[config.mk]
export PLATFORM = sky130hd
export DESIGN_NAME = hex_rate_counter
export DESIGN_NICKNAME = d
export VERILOG_FILES = /design/src/rtl/hex_rate_counter.sv
export SDC_FILE = /design/constraint.sdc
export NUM_CORES = 1
export LEC_CHECK = 0
export ABC_AREA = 1
export ABC_CLOCK_PERIOD_IN_PS = 2600
export CORE_ASPECT_RATIO = 0.7
export CORE_MARGIN = 3
export CORE_UTILIZATION = 47
export CTS_CLUSTER_SIZE = 14
export DETAILED_ROUTE_END_ITERATION = 12
export HOLD_SLACK_MARGIN = 0.08
export PLACE_DENSITY = 0.66
export SKIP_CTS_REPAIR_TIMING = 1
export SYNTH_ARGS = -nofsm -noshare
export SYNTH_HDL_FRONTEND = slang
export SYNTH_SLANG_ARGS = --single-unit
[constraint.sdc]
create_clock -name CLOCK_50 -period 2.6 [get_ports CLOCK_50]
set_input_delay 0.26 -clock CLOCK_50 [delete_from_list [all_inputs] [get_ports CLOCK_50]]
set_output_delay 0.26 -clock CLOCK_50 [all_outputs]
set_load 0.005 [all_outputs]
[src/rtl/hex_rate_counter.sv]
// hex_rate_counter: rate-divided 4-bit up/down counter that feeds a hex-to-7-segment decoder.
// Ports:
//   CLOCK_50   - system clock; all logic runs on the rising edge
//   resetn     - synchronous active-low reset
//   speed      - rate select: 00 every cycle, 01 CLK_FREQ, 10 2*CLK_FREQ, 11 4*CLK_FREQ cycles
//   enable     - 1 lets the divider run and the counter step; 0 holds both
//   up         - step direction, 1 = increment, 0 = decrement
//   load       - synchronous parallel load strobe
//   load_value - value captured on load
//   hex_value  - current count, bit 3 MSB
//   tick       - one-cycle pulse in the cycle hex_value shows a newly stepped value
//   wrap       - pulse coincident with tick when the step crossed F->0 or 0->F
module hex_rate_counter #(
  parameter int unsigned CLK_FREQ  = 50000000,
  parameter int unsigned DIV_WIDTH = 28
) (
  input  logic       CLOCK_50,
  input  logic       resetn,
  input  logic [1:0] speed,
  input  logic       enable,
  input  logic       up,
  input  logic       load,
  input  logic [3:0] load_value,
  output logic [3:0] hex_value,
  output logic       tick,
  output logic       wrap
);

  localparam logic [DIV_WIDTH-1:0] RELOAD_1X = DIV_WIDTH'(CLK_FREQ - 1);
  localparam logic [DIV_WIDTH-1:0] RELOAD_2X = DIV_WIDTH'(2 * CLK_FREQ - 1);
  localparam logic [DIV_WIDTH-1:0] RELOAD_4X = DIV_WIDTH'(4 * CLK_FREQ - 1);

  logic [DIV_WIDTH-1:0] div;
  logic [1:0]           spd_q;

  logic [DIV_WIDTH-1:0] reload_c;
  logic [DIV_WIDTH-1:0] div_nxt;
  logic [1:0]           spd_nxt;
  logic [3:0]           hex_nxt;
  logic                 tick_nxt;
  logic                 wrap_nxt;

  // Divider reload value (period minus one) for the currently selected speed
  always_comb begin
    reload_c = '0;
    case (speed)
      2'b00:   reload_c = '0;
      2'b01:   reload_c = RELOAD_1X;
      2'b10:   reload_c = RELOAD_2X;
      default: reload_c = RELOAD_4X;
    endcase
  end

  // Next-state selection; load outranks speed change, which outranks enable
  always_comb begin
    div_nxt  = div;
    spd_nxt  = spd_q;
    hex_nxt  = hex_value;
    tick_nxt = 1'b0;
    wrap_nxt = 1'b0;
    if (load) begin
      hex_nxt = load_value;
      div_nxt = reload_c;
      spd_nxt = speed;
    end else if (speed != spd_q) begin
      // A speed change restarts the period and never steps, even if div is 0
      div_nxt = reload_c;
      spd_nxt = speed;
    end else if (enable) begin
      if (div != '0) begin
        div_nxt = div - DIV_WIDTH'(1);
      end else begin
        div_nxt  = reload_c;
        tick_nxt = 1'b1;
        if (up) begin
          hex_nxt  = hex_value + 4'd1;
          wrap_nxt = (hex_value == 4'hF);
        end else begin
          hex_nxt  = hex_value - 4'd1;
          wrap_nxt = (hex_value == 4'h0);
        end
      end
    end
  end

  // State and output registers with synchronous active-low reset
  always_ff @(posedge CLOCK_50) begin
    if (!resetn) begin
      hex_value <= 4'h0;
      div       <= reload_c;
      spd_q     <= speed;
      tick      <= 1'b0;
      wrap      <= 1'b0;
    end else begin
      hex_value <= hex_nxt;
      div       <= div_nxt;
      spd_q     <= spd_nxt;
      tick      <= tick_nxt;
      wrap      <= wrap_nxt;
    end
  end

endmodule

==> qor.csv, run 1 <==
stage;metric;value;unit
clock_tree;Clock Sinks;36;
pwr;Clock Power Share;27.7;%
pwr;pwr dens;486;nW/µm²
drt;wirelength, routed;6490;µm
sta;Fmax achieved;447;MHz
floorplanning;core area;5310;µm²
placement;hpwl dp;5200;µm
flow_run;MaxCap Viol Count;0;
global_route;initial antenna violation count;0;
synth;post-synth top area share;34.3;%
synth;register bit count reported by yosys;36;
drt;First DRT Iteration DRCs;229;
pwr;logic gate share of total power;20.2;%
clock_tree;htree depth;2;
worst_setup_path;arrival time at the worst endpoint;2.27;ns
synth;Syn Area/Cell;7.41;µm²
synth;Synth area leader;edfxtp_1;
cells_and_area;Area growth, synth to finish;12.6;%
cells_and_area;area of the multi-input gates;1420;µm²
pwr;Leak;1.29;nW
clock_tree;CTS Root Cell;clkbuf_8;
floorplanning;Die W;95.3;µm
global_route;remaining global-route overflow;0;
placement;placed cells;442;
sta;RSZ-0062 raised after global routing;false;
synth;post-synthesis sequential area ratio;38.9;%
drt;Avg Vias per Cell;5.07;
worst_hold_path;Tightest Hold Check Type;flop to flop;
sta;clock skew;0.0117;ns
cells_and_area;post-route cell area;2950;µm²
clock_tree;Clock transition at path regs;0.08;ns
global_route;GRT Total Usage;21.1;%
sta;Slew headroom;46.7;%
drt;Vias;2282;
synth;largest cells by area after synthesis;edfxtp_1 34%, nand2_1 15%, nor2_1 7.0%;
cells_and_area;Fill cells;517;
floorplanning;Initial Util;49.4;%
pwr;Sw Pwr;0.452;mW
floorplanning;Placement Rows;22;
sta;Least-Margin Pin Slew;0.794;ns
pwr;Pint;0.982;mW
clock_tree;clock latency on the worst-skew pair;0.30;ns
global_route;global-route wire length before repair;10200;µm
clock_tree;CTS tree;yes;
drt;TritonRoute pass-1 iters;5;
floorplanning;Boundary Pins;17;
drt;antenna viol nets, final;0;
sta;Slew Viols, Final;0;
sta;# setup viols final;0;
cells_and_area;Nets;397;
worst_setup_path;Req. time, crit path;2.64;ns
sta;Final min period;2.24;ns
global_route;largest net degree at the start of global routing;29;
worst_setup_path;Crit. End Element;flop;
placement;post-placement cell area;2870;µm²
floorplanning;Die Height;68.5;µm
worst_setup_path;CP Class;flop to flop;
placement;GP Congestion;0.915;
cells_and_area;n_diodes;0;
pwr;sequential share of power;52.1;%
run_status;run status;complete, no violations;
pwr;Max VDD drop;0.238;mV
drt;DR DRC count;0;
cells_and_area;layout cells sized above 1;7.41;%
sta;Period Utilization, post-route;86.1;%
placement;Port Buffer Count;16;
floorplanning;die area;6530;µm²
synth;area of the mapped netlist;2620;µm²
global_route;vias in the first global route;1963;
worst_setup_path;CP Max Fanout;6;
pwr;Total Power;1.43;mW
drt;post-DR wirelength/cell;14.4;µm
synth;Post-Syn Instances;354;
clock_tree;CTS Buf Count;5;
synth;Synth Net Count;374;
synth;YS warnings;0;
sta;Setup TNS;0;ns
worst_setup_path;Setup crit start kind;flop;
sta;final-report hold violation count;0;
cells_and_area;final cell count without fillers;450;
clock_tree;Max Root-Sink Buffers;2;
cells_and_area;FF/Latch Area;1020;µm²
pwr;Switching Fraction;31.5;%
synth;Netlist cell types;29;
-- final cells by class --
class	count	share of cell area, %
clock buffer	6	2.46
clock inverter	2	0.381
inverter	45	5.72
multi-input combinational	271	47.9
sequential	36	34.6
tap	72	3.05
timing repair buffer	18	5.93
-- registers in the layout (all words and copies together), names as in the netlist --
| signal | count |
|---|---|
| div | 28 |
| hex_value | 4 |
| spd_q | 2 |
| tick | 1 |
| wrap | 1 |
-- layout by cell type, fill, tap and decap left out, drive strengths merged --
cell type / Yosys / final
nand2: 114 / 114
nor2: 60 / 60
inv: 43 / 43
edfxtp: 30 / 30
o21ai: 23 / 23
nand3: 22 / 22
clkdlybuf4s50: 0 / 16
xnor2: 11 / 11
xor2: 10 / 10
ha: 8 / 8
a21oi: 8 / 8
dfxtp: 6 / 6
clkbuf: 0 / 6
nor3: 5 / 5
nand4: 5 / 5
clkinv: 2 / 3
nor4: 2 / 2
buf: 2 / 2
nand3b: 1 / 1
a32oi: 1 / 1
fa: 1 / 1
clkinvlp: 0 / 1
-- routing by layer --
metal	global-route usage (%)	up-vias	wire length (µm)
li1	-	1183	-
met1	36.9	1030	3640
met2	24.5	64	2280
met3	4.56	5	525
met4	4.32	0	35
met5	0	-	0
-- Yosys cell counts (all sizes together) --
cell type  number
nand4           5
xnor2          11
inv            43
nor4            2
nand2         114
ha              8
nand3b          1
nor3            5
o21ai          23
fa              1
nor2           60
buf             2
xor2           10
a32oi           1
a21oi           8
nand3          22
clkinv          2
edfxtp         30
dfxtp           6
-- worst paths after layout --
check / startpoint / endpoint / slack, ns / depth (start not counted)
max reg2reg: div[0] / div[22] / 0.36 / 11
max: div[0] / div[22] / 0.36 / 11
min: hex_value[2] / hex_value[2] / 0.57 / 2
min reg2reg: hex_value[2] / hex_value[2] / 0.57 / 2
-- power groups by stage --
stage | logic [mW] | registers, mW | clock network (mW)
detailed placement | 0.286 | 0.758 | 0
CTS | 0.288 | 0.746 | 0.402
global route | 0.328 | 0.754 | 0.419
global placement | 0.283 | 0.759 | 0
finish | 0.289 | 0.748 | 0.397
floorplan | 0.210 | 0.734 | 0
-- critical path, stage by stage, from the launching register on --
cell and delay (ns):
edfxtp_1 0.49, inv_1 0.21, ha_1 0.24, nand2_1 0.15, nor2_4 0.24, nand2_1 0.20
nor2_1 0.13, nand2_1 0.06, nand3_1 0.08, nand2_1 0.05, nand2_1 0.07, nand2_1 0.06
-- cells by family (layout without fill, tap and decap cells) --
group,after synthesis,after routing,synth area share (%)
xor gates and xnor gates,21,21,7.01
AOI/OAI and AO/OA,32,32,6.53
DFF,36,36,38.9
and+or+nand+nor,209,209,35.8
buffers and inverters,47,71,7.15
adders and majority gates,9,9,4.58
-- through the flow --
step                setup slack, ns  util, %  hold WS [ns]
CTS                           0.435     55.6         0.573
global placement              0.288     54.0         0.563
global route                  0.243     55.6         0.616
detailed placement            0.231     54.0         0.558
floorplan                     0.614        -         0.359
finish                        0.362     55.6         0.572
(Power assumes the default switching activity.)
==> run 2: changes to the inputs <==
CORE_ASPECT_RATIO = default   (was 0.7)
==> qor.csv, run 2 (synthesis results as in run 1) <==
stage;metric;value;unit;change
floorplanning;core area;5240;µm²;-1.4%
cells_and_area;commonest non-fill, non-tap cells in the layout;108 x nand2_1, 49 x nor2_1, 42 x inv_1, 30 x edfxtp_1, 22 x nand3_1;;
clock_tree;CTS Buf Count;5;;unchanged
sta;clock skew;0.00576;ns;-0.00595 ns
worst_setup_path;Req. time, crit path;2.66;ns;+0.02 ns
worst_hold_path;Tightest Hold Check Type;flop to flop;;
worst_setup_path;CP Max Fanout;9;;+3
run_status;run status;complete, no violations;;
cells_and_area;layout cells sized above 1;7.94;%;+0.53 points
cells_and_area;number of flip-flops under the largest register name;28;;unchanged
pwr;Max VDD drop;0.213;mV;-10%
placement;Port Buffer Count;16;;unchanged
placement;GP Congestion;0.853;;-6.8%
drt;Avg Vias per Cell;4.92;;-2.9%
worst_setup_path;CP Cell Sequence;inv_1, ha_1, inv_1, nor3_1, nand2_2, nor2_8, nor2_4, buf_4, nor2_8, nand2_4, nand2_1, inv_1;;
worst_setup_path;Setup crit start kind;flop;;
sta;Setup TNS;0;ns;unchanged
floorplanning;Boundary Pins;17;;unchanged
cells_and_area;Area growth, synth to finish;13.0;%;
pwr;Leak;1.31;nW;+1.0%
pwr;pwr dens;495;nW/µm²;+1.9%
drt;post-DR wirelength/cell;13.6;µm;-5.4%
drt;Vias;2205;;-3.4%
worst_setup_path;delay of the slowest critical-path stage;0.42;ns;-0.07 ns
pwr;Pint;1.01;mW;+2.9%
clock_tree;CTS Root Cell;clkbuf_8;;
global_route;global-route wire length before repair;9850;µm;-3.3%
global_route;largest net degree at the start of global routing;29;;unchanged
pwr;sequential share of power;50.5;%;-1.6 points
clock_tree;clock latency on the worst-skew pair;0.30;ns;about the same
clock_tree;htree depth;2;;unchanged
pwr;Sw Pwr;0.455;mW;+0.64%
floorplanning;Die W;80.7;µm;-15%
drt;TritonRoute pass-1 iters;4;;-1
sta;Least-Margin Pin Slew;0.715;ns;-0.0784 ns
cells_and_area;n_diodes;0;;unchanged
cells_and_area;commonest non-fill, non-tap cell in the layout;nand2_1;;
worst_setup_path;Most common cell on crit path;inv_1;;
sta;Slew Viols, Final;0;;unchanged
drt;wirelength, routed;6110;µm;-5.9%
clock_tree;Clock transition at path regs;0.08;ns;about the same
global_route;GRT Total Usage;20.0;%;-1.1 points
global_route;initial antenna violation count;0;;unchanged
sta;Slew headroom;52.0;%;+5.3 points
worst_setup_path;arrival time at the worst endpoint;2.20;ns;-0.07 ns
flow_run;MaxCap Viol Count;0;;unchanged
floorplanning;Placement Rows;26;;+18%
sta;Fmax achieved;467;MHz;+4.5%
sta;# setup viols final;0;;unchanged
sta;Period Utilization, post-route;82.4;%;-3.7 points
placement;hpwl dp;4700;µm;-9.7%
floorplanning;die area;6510;µm²;-0.22%
clock_tree;Max Root-Sink Buffers;2;;unchanged
global_route;remaining global-route overflow;0;;unchanged
pwr;Total Power;1.47;mW;+2.2%
sta;Final min period;2.14;ns;-0.0961 ns
pwr;Clock Power Share;30.1;%;+2.4 points
sta;RSZ-0062 raised after global routing;false;;
drt;First DRT Iteration DRCs;117;;-49%
drt;DR DRC count;0;;unchanged
global_route;vias in the first global route;2056;;+4.7%
cells_and_area;largest registers;div (28), hex_value (4), spd_q (2);;
worst_setup_path;Crit. End Element;flop;;
floorplanning;Die Height;80.7;µm;+18%
pwr;logic gate share of total power;19.4;%;-0.8 points
cells_and_area;largest reg by FF count;div;;
sta;final-report hold violation count;0;;unchanged
cells_and_area;Nets;397;;unchanged
clock_tree;Clock Sinks;36;;unchanged
pwr;Switching Fraction;31.0;%;-0.49 points
worst_setup_path;slowest stage cell, crit path;edfxtp_1;;
floorplanning;Initial Util;50.1;%;+0.71 points
worst_setup_path;CP Class;flop to flop;;
drt;antenna viol nets, final;0;;unchanged
worst_setup_path;Bufs and invs on worst path;4;;+3
clock_tree;CTS tree;yes;;
worst_setup_path;delay-heaviest family, CP;simple AND/OR/NAND/NOR gates;;
run 2: cell type report:
cell class / instances / area [µm²]
clock buffers: 6 / 82.6
clock inverters: 2 / 13.8
fillers: 541 / 2270
inverters: 45 / 169
multi-input cells: 271 / 1420
flip-flops and latches: 36 / 1020
well taps: 70 / 87.6
repair buffers: 18 / 175
run 2: power by group through the flow:
stage	sequential, mW	clock [mW]	combinational [mW]
after floorplan	0.734	0	0.210
after global placement	0.752	0	0.281
after detailed placement	0.755	0	0.282
after CTS	0.741	0.447	0.284
after global routing	0.749	0.466	0.324
final	0.741	0.441	0.284
run 2: per-layer routing:
metal  GRT usage (%)  vias to the layer above  wire length (µm)
li1                -                     1181                 -
met1            27.7                      974              3030
met5               0                        -                 0
met2            32.1                       43              2770
met3            3.36                        7               218
met4            5.91                        0                93
run 2: worst reg2reg max path, stage by stage, from the launching register on:
cell and delay [ns]:
edfxtp_1 0.42, inv_1 0.14, ha_1 0.16, inv_1 0.05
nor3_1 0.22, nand2_2 0.14, nor2_8 0.22, nor2_4 0.08
buf_4 0.19, nor2_8 0.12, nand2_4 0.06, nand2_1 0.06
inv_1 0.04
run 2: path summary, 6_finish.rpt:
kind	cells after the start	start	to	slack (ns)
setup / recovery	12	div[0]	div[17]	0.46
hold / removal	2	hex_value[2]	hex_value[2]	0.55
setup reg to reg	12	div[0]	div[17]	0.46
hold reg to reg	2	hex_value[2]	hex_value[2]	0.55
run 2: through the flow:
stage	worst slack, ns	cell area (µm²)	utilization, %	instances	hold WS, ns
after floorplan	0.614	2620	-	354	0.359
after global placement	0.365	2870	54.8	440	0.531
after detailed placement	0.317	2870	54.8	440	0.532
after CTS	0.432	2960	56.6	448	0.544
after global routing	0.311	2960	56.6	448	0.585
final	0.458	2960	56.6	448	0.546
==> run 3: changes to the inputs <==
ABC_CLOCK_PERIOD_IN_PS = 2100   (was 2600)
clock period = 2.1 ns   (was 2.6 ns; I/O delays follow)
==> qor.csv, run 3 (synthesis results as in run 1) <==
stage;metric;value;unit;change
floorplanning;Die Height;80.7;µm;unchanged
pwr;logic gate share of total power;21.4;%;+2.0 points
global_route;largest net degree at the start of global routing;29;;unchanged
pwr;Clock Power Share;28.0;%;-2.1 points
global_route;initial antenna violation count;0;;unchanged
pwr;Max VDD drop;0.240;mV;+13%
worst_hold_path;Worst Hold End;hex_value[2];;
worst_setup_path;reg2reg setup slack;0.10;ns;-0.35 ns
global_route;vias in the first global route;2217;;+7.8%
sta;Least-Margin Pin Slew;0.345;ns;-0.370 ns
worst_hold_path;hold-critical path depth;2;;unchanged
sta;clock skew;0.00376;ns;-0.00200 ns
cells_and_area;Nets;411;;+3.5%
cells_and_area;commonest non-fill, non-tap cell in the layout;nand2_1;;
clock_tree;Max Root-Sink Buffers;2;;unchanged
floorplanning;die area;6510;µm²;unchanged
placement;placed cells;452;;+2.7%
placement;hpwl dp;5020;µm;+6.8%
cells_and_area;largest reg by FF count;div;;
sta;Setup TNS;0;ns;unchanged
worst_hold_path;Tightest Hold Check Type;flop to flop;;
worst_setup_path;Worst R2R Start;div[8];;
cells_and_area;post-route cell area;3080;µm²;+4.0%
cells_and_area;layout cells sized above 1;11.7;%;+3.8 points
cells_and_area;area of the multi-input gates;1420;µm²;+0.53%
drt;post-DR wirelength/cell;13.9;µm;+1.8%
floorplanning;core area;5240;µm²;unchanged
global_route;global-route wire length before repair;10600;µm;+7.4%
placement;Port Buffer Count;16;;unchanged
worst_hold_path;worst hold path startpoint;hex_value[2];;
global_route;remaining global-route overflow;0;;unchanged
worst_setup_path;CP Max Fanout;9;;unchanged
floorplanning;Placement Rows;26;;unchanged
pwr;pwr dens;587;nW/µm²;+19%
worst_setup_path;R2R Path End;div[19];;
cells_and_area;FF/Latch Area;1020;µm²;unchanged
sta;Slew headroom;77.0;%;+25 points
drt;Vias;2357;;+6.9%
floorplanning;Die W;80.7;µm;unchanged
pwr;Leak;1.38;nW;+5.9%
drt;antenna viol nets, final;0;;unchanged
pwr;Total Power;1.81;mW;+23%
worst_setup_path;worst r2r path cells;11;;-1
drt;Avg Vias per Cell;5.10;;+3.7%
floorplanning;Initial Util;50.1;%;unchanged
sta;Slew Viols, Final;0;;unchanged
cells_and_area;final cell count without fillers;462;;+3.1%
sta;# setup viols final;0;;unchanged
global_route;GRT Total Usage;21.3;%;+1.2 points
clock_tree;CTS Root Cell;clkbuf_8;;
cells_and_area;number of flip-flops under the largest register name;28;;unchanged
cells_and_area;n_diodes;0;;unchanged
pwr;sequential share of power;50.7;%;+0.2 points
clock_tree;CTS Buf Count;5;;unchanged
worst_setup_path;Crit. End Element;flop;;
placement;post-placement cell area;2970;µm²;+3.6%
sta;Fmax achieved;501;MHz;+7.3%
pwr;Sw Pwr;0.571;mW;+26%
cells_and_area;Fill cells;494;;-8.7%
drt;TritonRoute pass-1 iters;5;;+1
worst_setup_path;arrival time at the worst endpoint;2.05;ns;-0.15 ns
clock_tree;clock latency on the worst-skew pair;0.29;ns;about the same
sta;Final min period;2.00;ns;-0.146 ns
cells_and_area;Area growth, synth to finish;17.5;%;
drt;wirelength, routed;6410;µm;+4.9%
sta;Worst Hold Margin;0.541;ns;-0.00541 ns
worst_setup_path;CP Class;flop to flop;;
sta;Period Utilization, post-route;95.0;%;+13 points
sta;final-report hold violation count;0;;unchanged
pwr;Pint;1.24;mW;+22%
run_status;run status;complete, no violations;;
drt;DR DRC count;0;;unchanged
placement;GP Congestion;0.880;;+3.2%
drt;First DRT Iteration DRCs;177;;+51%
worst_setup_path;Req. time, crit path;2.16;ns;-0.50 ns
cells_and_area;largest registers;div (28), hex_value (4), spd_q (2);;
clock_tree;CTS tree;yes;;
clock_tree;htree depth;2;;unchanged
clock_tree;Clock transition at path regs;0.08;ns;about the same
worst_setup_path;Setup crit start kind;flop;;
flow_run;MaxCap Viol Count;0;;unchanged
sta;RSZ-0062 raised after global routing;false;;
floorplanning;Boundary Pins;17;;unchanged
pwr;Switching Fraction;31.6;%;+0.54 points
cells_and_area;commonest non-fill, non-tap cells in the layout;107 x nand2_1, 49 x nor2_1, 42 x inv_1, 30 x edfxtp_1, 22 x nand3_1;;
clock_tree;Clock Sinks;36;;unchanged
-- run 3: power by group through the flow --
stage          Clock (mW)  Combinational, mW  Sequential [mW]
2_1_floorplan           0              0.259            0.909
3_3_place_gp            0              0.371            0.933
3_5_place_dp            0              0.377            0.933
4_1_cts             0.519              0.380            0.918
5_1_grt             0.544              0.439            0.924
6_report            0.506              0.387            0.917
-- run 3: per-layer routing --
| layer | part of all wire (%) | track usage [%] | vias to the layer above | wire length (µm) |
|---|---|---|---|---|
| li1 | - | - | 1206 | - |
| met1 | 49 | 29.5 | 1069 | 3120 |
| met2 | 45 | 32.9 | 66 | 2860 |
| met3 | 4.0 | 4.04 | 16 | 257 |
| met4 | 2.7 | 7.77 | 0 | 175 |
| met5 | 0 | 0 | - | 0 |
-- run 3: critical path, cell delays in order, from the launching register on --
cell,delay (ns)
edfxtp_1,0.48
nor2_2,0.20
nand2_2,0.11
nor2_4,0.13
nand2_2,0.11
nor2_8,0.22
nor2_4,0.08
buf_4,0.16
nor2_8,0.09
nand2_4,0.06
o21ai_2,0.06
inv_1,0.05
-- run 3: worst max path at each step --
stage,endpoint,slack [ns],cells after the start,startpoint
3_3_place_gp,div[0],0.05,11,div[0]
6_report,div[19],0.10,11,div[8]
2_1_floorplan,div[0],0.11,4,spd_q[0]
3_5_place_dp,div[0],0.003,11,div[0]
5_1_grt,div[25],0.006,11,div[12]
4_1_cts,div[0],-0.04,11,div[0]
-- run 3: area by class of cell --
cell class                      count  share of cell area, %
Clock inverter                      3                  0.609
Clock buffer                        5                   2.23
Sequential cell                    36                   33.1
Timing Repair Buffer               32                   9.50
Multi-Input combinational cell    271                   46.1
Inverter                           45                   5.56
Tap cell                           70                   2.84
-- run 3: stage by stage --
step	util [%]	setup slack (ns)
after floorplan	-	0.114
after global placement	56.7	0.0537
after detailed placement	56.7	0.00260
after CTS	58.4	-0.0407
after global routing	58.9	0.00623
final	58.9	0.104
